## config.mk

```make
export PLATFORM = sky130hd
export DESIGN_NAME = avalon_button_capture
export DESIGN_NICKNAME = d
export VERILOG_FILES = /design/src/rtl/avalon_button_capture.sv
export SDC_FILE = /design/constraint.sdc
export NUM_CORES = 1
export LEC_CHECK = 0
export BUFFER_PORTS_ARGS = -buffer_cell sky130_fd_sc_hd__buf_2
export CORE_MARGIN = 4
export CORE_UTILIZATION = 45
export CTS_BUF_LIST = sky130_fd_sc_hd__clkbuf_4 sky130_fd_sc_hd__clkbuf_8 sky130_fd_sc_hd__clkbuf_16
export DETAILED_ROUTE_END_ITERATION = 10
export PLACE_DENSITY = 0.74
export SLEW_MARGIN = 30
export SYNTH_ARGS = -nofsm -noshare
export SYNTH_HDL_FRONTEND = slang
export SYNTH_SLANG_ARGS = --single-unit
```

## constraint.sdc

```tcl
create_clock -name clk -period 7.3 [get_ports clk]
set_input_delay 0.73 -clock clk [delete_from_list [all_inputs] [get_ports clk]]
set_output_delay 0.73 -clock clk [all_outputs]
set_load 0.05 [all_outputs]
```

## src/rtl/avalon_button_capture.sv

```systemverilog
// Debounced push-button capture peripheral on Avalon-MM.
// Level, sticky press flags with W1C, irq mask and a saturating press counter.
module avalon_button_capture #(
  parameter int WIDTH           = 4,
  parameter int DEBOUNCE_CYCLES = 500000
) (
  input  logic             clk,
  input  logic             reset,
  input  logic [WIDTH-1:0] buttons_in,
  input  logic [1:0]       avs_address,
  input  logic             avs_read,
  input  logic             avs_write,
  input  logic [31:0]      avs_writedata,
  output logic [31:0]      avs_readdata,
  output logic             irq
);

  localparam int CW = $clog2(DEBOUNCE_CYCLES);
  localparam logic [CW-1:0] CMAX = CW'(DEBOUNCE_CYCLES - 1);

  logic [WIDTH-1:0] sync0_q, sync0_d;
  logic [WIDTH-1:0] sync1_q, sync1_d;
  logic [WIDTH-1:0] stable_q, stable_d;
  logic [CW-1:0]    cnt_q [WIDTH];
  logic [CW-1:0]    cnt_d [WIDTH];
  logic [WIDTH-1:0] mask_q, mask_d;
  logic [WIDTH-1:0] edge_q, edge_d;
  logic [15:0]      count_q, count_d;
  logic [31:0]      rdata_q, rdata_d;

  logic [WIDTH-1:0] press;
  logic [WIDTH-1:0] clr;
  logic [31:0]      rv;
  logic             unused_wdata;

  assign unused_wdata = ^avs_writedata;

  always_comb begin
    sync0_d  = ~buttons_in;
    sync1_d  = sync0_q;
    stable_d = stable_q;
    cnt_d    = cnt_q;
    for (int i = 0; i < WIDTH; i++) begin
      if (sync1_q[i] == stable_q[i]) begin
        cnt_d[i] = '0;
      end else if (cnt_q[i] == CMAX) begin
        stable_d[i] = sync1_q[i];
        cnt_d[i]    = '0;
      end else begin
        cnt_d[i] = cnt_q[i] + CW'(1);
      end
    end
    press = stable_d & ~stable_q;
  end

  // Press beats a same-cycle clear on both EDGE and COUNT.
  always_comb begin
    mask_d  = mask_q;
    clr     = '0;
    count_d = count_q;
    if (avs_write && avs_address == 2'd1) begin
      mask_d = avs_writedata[WIDTH-1:0];
    end
    if (avs_write && avs_address == 2'd2) begin
      clr = avs_writedata[WIDTH-1:0];
    end
    edge_d = (edge_q & ~clr) | press;
    if (avs_write && avs_address == 2'd3) begin
      count_d = (|press) ? 16'd1 : 16'd0;
    end else if ((|press) && count_q != 16'hFFFF) begin
      count_d = count_q + 16'd1;
    end
  end

  always_comb begin
    rv = '0;
    case (avs_address)
      2'd0: rv[WIDTH-1:0] = stable_q;
      2'd1: rv[WIDTH-1:0] = mask_q;
      2'd2: rv[WIDTH-1:0] = edge_q;
      2'd3: rv[15:0]      = count_q;
      default: rv = '0;
    endcase
    rdata_d = avs_read ? rv : rdata_q;
  end

  always_ff @(posedge clk or posedge reset) begin
    if (reset) begin
      sync0_q  <= '0;
      sync1_q  <= '0;
      stable_q <= '0;
      for (int i = 0; i < WIDTH; i++) begin
        cnt_q[i] <= '0;
      end
      mask_q   <= '0;
      edge_q   <= '0;
      count_q  <= '0;
      rdata_q  <= '0;
    end else begin
      sync0_q  <= sync0_d;
      sync1_q  <= sync1_d;
      stable_q <= stable_d;
      cnt_q    <= cnt_d;
      mask_q   <= mask_d;
      edge_q   <= edge_d;
      count_q  <= count_d;
      rdata_q  <= rdata_d;
    end
  end

  assign avs_readdata = rdata_q;
  assign irq          = |(edge_q & mask_q);

endmodule
```

==> impl_table.tex <==
\begin{tabular}{lr}
\hline
Metric & Value \\
\hline
\multicolumn{2}{l}{\textbf{Status}} \\
Status & complete, no violations \\
\multicolumn{2}{l}{\textbf{Layout}} \\
Final non-filler cell total & 854 \\
Share of layout cells above drive strength 1 & 13.1\% \\
Syn-to-layout area delta & 14.4\% \\
FF+latch area & 0.00320 mm2 \\
Final cell utilization of the core & 53.0\% \\
Diode insertion count for antenna repair & 0 \\
NumNets Final & 712 \\
Footprint of the multi-input gates & 0.00278 mm2 \\
Filler cell count & 1,170 \\
Most common library cell in the layout ignoring fill and taps & sky130\_fd\_sc\_hd\_\_dfrtp\_1 \\
Commonest non-fill, non-tap cells in the layout & sky130\_fd\_sc\_hd\_\_dfrtp\_1 (128), sky130\_fd\_sc\_hd\_\_nor2\_1 (92), sky130\_fd\_sc\_hd\_\_nand2\_1 (58) \\
\multicolumn{2}{l}{\textbf{Setup path}} \\
Crit Path Class & reg2reg \\
Crit path top cell by count & sky130\_fd\_sc\_hd\_\_or4\_1 \\
Cells along the critical path & or4\_1, or4\_4, o22ai\_4, o21ai\_4, or4\_1, a21oi\_1 \\
Critical path required time & 7.64 ns \\
Slowest cell on the critical path & sky130\_fd\_sc\_hd\_\_or4\_4 \\
Crit path max-delay family & simple AND/OR/NAND/NOR gates \\
Capturing element type of the critical path & flop \\
Biggest cell delay along the critical path & 0.59 ns \\
Type of element launching the critical path & flop \\
Biggest fanout along the worst timing path & 19 \\
Arrival time reported for the critical path endpoint & 3.12 ns \\
Worst Path Buf+Inv & 0 \\
\multicolumn{2}{l}{\textbf{Die}} \\
Total I/O pin count & 75 \\
Core Box Area & 0.0134 mm2 \\
Number of rows in the core area & 42 \\
Initial Utilization & 46.4\% \\
Die Area & 0.0157 mm2 \\
Horizontal extent of the die & 125 um \\
Height of the chip & 125 um \\
\multicolumn{2}{l}{\textbf{Timing}} \\
Final setup vio count & 0 \\
Endpoints failing hold & 0 \\
Post-route setup TNS & 0 ns \\
Achievable Freq & 360 MHz \\
Actual slew at the worst max-slew pin & 0.776 ns \\
Final worst path period share & 38.1\% \\
Setup repair after global routing missed its margin & no \\
Slew Limit Headroom & 48.3\% \\
Final Critical Period & 2.78 ns \\
Pins over their slew limit & 0 \\
Worst setup skew after layout & 0.00917 ns \\
\multicolumn{2}{l}{\textbf{Yosys}} \\
Area share of the largest cell type after synthesis & 51.6\% \\
Post-synth top flop & sky130\_fd\_sc\_hd\_\_dfrtp\_1 \\
Instance count of the mapped netlist & 630 \\
Synthesized flop and latch total & 128 \\
Biggest area contributors in the synthesized netlist & sky130\_fd\_sc\_hd\_\_dfrtp\_1 (52\%), sky130\_fd\_sc\_hd\_\_xor2\_1 (5.8\%), sky130\_fd\_sc\_hd\_\_nor2\_1 (5.6\%) \\
Number of different library cells in the post-synthesis netlist & 54 \\
Post-Synthesis Mean Instance Area & 9.86 um2 \\
Leading area contributor after synthesis & sky130\_fd\_sc\_hd\_\_dfrtp\_1 \\
Synthesized area & 0.00621 mm2 \\
Ys Warns & 0 \\
Sequential share of the synthesized area & 51.6\% \\
Share of flip-flops with an asynchronous set or reset after synthesis & 100\% \\
Post-synth EDFFs & 0 \\
\multicolumn{2}{l}{\textbf{Global route}} \\
Overall track demand over capacity in global routing & 16.8\% \\
Pin count of the biggest net entering global routing & 78 \\
Number of antenna violations at the first check in global routing & 0 \\
Total congestion overflow after global routing & 0 \\
Via count of the first global-routing pass & 4,706 \\
Wire length of the first global-routing pass & 21.8 mm \\
\multicolumn{2}{l}{\textbf{Placed design}} \\
Post-placement cell count & 822 \\
Buffers on Ports & 30 \\
Detailed Place HPWL & 8.71 mm \\
Placer Congestion & 0.865 \\
\multicolumn{2}{l}{\textbf{Power}} \\
Worst VDD drop & 0.174 mV \\
Leakage power summed over all cells & 3.14 nW \\
PwrDens & 239 mW/mm2 \\
\multicolumn{2}{l}{\textbf{Clock tree}} \\
Post-CTS setup-driven buffer insertion count & 0 \\
Clock tree from TritonCTS & yes \\
Post-CTS clock slew at the launch and capture registers of the worst setup and hold paths & 0.06 ns \\
Number of sinks on the clock net & 128 \\
TritonCTS Buffers & 17 \\
Max clock buf depth & 2 \\
H-tree depth reported by CTS & 4 \\
Count of cells resized by post-cts repair & 0 \\
Worst-skew pair later-pin latency & 0.42 ns \\
Clock root cell & sky130\_fd\_sc\_hd\_\_clkbuf\_16 \\
Post-CTS Hold Buffers & 0 \\
\multicolumn{2}{l}{\textbf{Job}} \\
MaxCap Viol Count & 0 \\
\multicolumn{2}{l}{\textbf{Route}} \\
Routed len/inst & 14.6 um \\
Initial DRC count & 345 \\
Vias/cell & 5.39 \\
Number of remaining DRC errors & 0 \\
Total via count after detailed routing & 4,603 \\
First drt pass iteration count & 4 \\
Remaining antenna violation count after routing & 0 \\
Sum of routed wire length over all layers & 12.5 mm \\
\multicolumn{2}{l}{\textbf{Worst hold path}} \\
Path type of the worst min-delay path & reg2reg \\
\hline
\end{tabular}
[cell type report]
| class | count | area share, % |
|---|---|---|
| clock inverter | 10 | 1.88 |
| inverter | 30 | 1.62 |
| timing repair buffer | 33 | 2.48 |
| sequential | 128 | 45.1 |
| tap | 176 | 3.10 |
| multi-input combinational | 455 | 39.1 |
| clock buffer | 22 | 6.78 |
[worst reg2reg max path, stage by stage, from the launching register on]
cell	delay [ns]
sky130_fd_sc_hd__dfrtp_1	0.43
sky130_fd_sc_hd__or4_1	0.54
sky130_fd_sc_hd__or4_4	0.59
sky130_fd_sc_hd__o22ai_4	0.28
sky130_fd_sc_hd__o21ai_4	0.17
sky130_fd_sc_hd__or4_1	0.51
sky130_fd_sc_hd__a21oi_1	0.17
[logic make-up after synthesis]
| logic type | Yosys count | synth area share [%] |
|---|---|---|
| other cells | 1 | 0.0604 |
| fa+ha+maj | 5 | 1.01 |
| simple gates | 288 | 23.2 |
| flops | 128 | 51.6 |
| buf+inv | 62 | 4.71 |
| xor+xnor | 65 | 9.16 |
| compound gates | 65 | 6.65 |
| mux | 16 | 3.63 |
[worst paths after layout]
path	start	endpoint	slack, ns	cells after the start
min in group asynchronous	reset	sync0_q[1]	0.39	2
max in group asynchronous	reset	cnt_q[58]	5.81	3
max	cnt_q[66]	count_q[7]	4.52	6
min	sync0_q[3]	sync1_q[3]	0.36	0
min reg2reg	sync0_q[3]	sync1_q[3]	0.36	0
max reg2reg	cnt_q[66]	count_q[7]	4.52	6
[Yosys cell counts (2+ instances only)]
| master | number |
|---|---|
| sky130_fd_sc_hd__nor3_1 | 8 |
| sky130_fd_sc_hd__nand4b_1 | 4 |
| sky130_fd_sc_hd__a21oi_1 | 18 |
| sky130_fd_sc_hd__o41ai_1 | 2 |
| sky130_fd_sc_hd__xor2_1 | 41 |
| sky130_fd_sc_hd__clkbuf_1 | 16 |
| sky130_fd_sc_hd__inv_1 | 30 |
| sky130_fd_sc_hd__a41o_1 | 2 |
| sky130_fd_sc_hd__and3_1 | 17 |
| sky130_fd_sc_hd__mux4_2 | 4 |
| sky130_fd_sc_hd__xnor2_1 | 24 |
| sky130_fd_sc_hd__and4_1 | 7 |
| sky130_fd_sc_hd__o31ai_1 | 2 |
| sky130_fd_sc_hd__nand2_1 | 58 |
| sky130_fd_sc_hd__dfrtp_1 | 128 |
| sky130_fd_sc_hd__nor2_1 | 92 |
| sky130_fd_sc_hd__a22oi_1 | 2 |
| sky130_fd_sc_hd__mux2_2 | 12 |
| sky130_fd_sc_hd__ha_1 | 5 |
| sky130_fd_sc_hd__nor4bb_1 | 3 |
| sky130_fd_sc_hd__nand4_1 | 14 |
| sky130_fd_sc_hd__nand3b_1 | 4 |
| sky130_fd_sc_hd__nand3_1 | 40 |
| sky130_fd_sc_hd__o211ai_1 | 2 |
| sky130_fd_sc_hd__or4_1 | 5 |
| sky130_fd_sc_hd__nor2b_1 | 4 |
| sky130_fd_sc_hd__o21ai_0 | 26 |
| sky130_fd_sc_hd__nand2b_1 | 3 |
| sky130_fd_sc_hd__buf_4 | 16 |
| sky130_fd_sc_hd__nor4_1 | 4 |
| sky130_fd_sc_hd__or3_1 | 14 |
[flip-flops by register name, summed over array words and instances, names as in the netlist]
signal,cells
sync1_q,4
stable_q,4
mask_q,4
sync0_q,4
count_q,16
cnt_q,76
avs_readdata,16
edge_q,4
[metrics by stage]
step,total power (W),setup slack (ns),cell area [um2],hold slack (ns)
6_report,0.00170,4.52,7110,0.362
5_1_grt,0.00176,4.40,7110,0.384
4_1_cts,0.00171,4.52,7100,0.366
3_5_place_dp,0.000843,4.55,6490,0.354
3_3_place_gp,0.000839,4.59,6480,0.342
2_1_floorplan,0.000826,3.16,6270,0.331
[report_power, final]
part	total [W]	switching, W	internal [W]
combinational	0.0000921	0.0000685	0.0000235
clock	0.000867	0.000298	0.000568
sequential	0.000738	0.0000119	0.000726
total	0.00170	0.000379	0.00132
[per-layer routing]
metal | vias to the layer above | share of wire, % | GRT usage (%)
met5 | - | 0 | 0
met1 | 2273 | 44 | 20.4
met2 | 104 | 49 | 28.3
met3 | 20 | 4.6 | 5.16
met4 | 0 | 2.2 | 6.44
li1 | 2206 | - | -
Note: power is estimated with default switching activity, not from simulation.
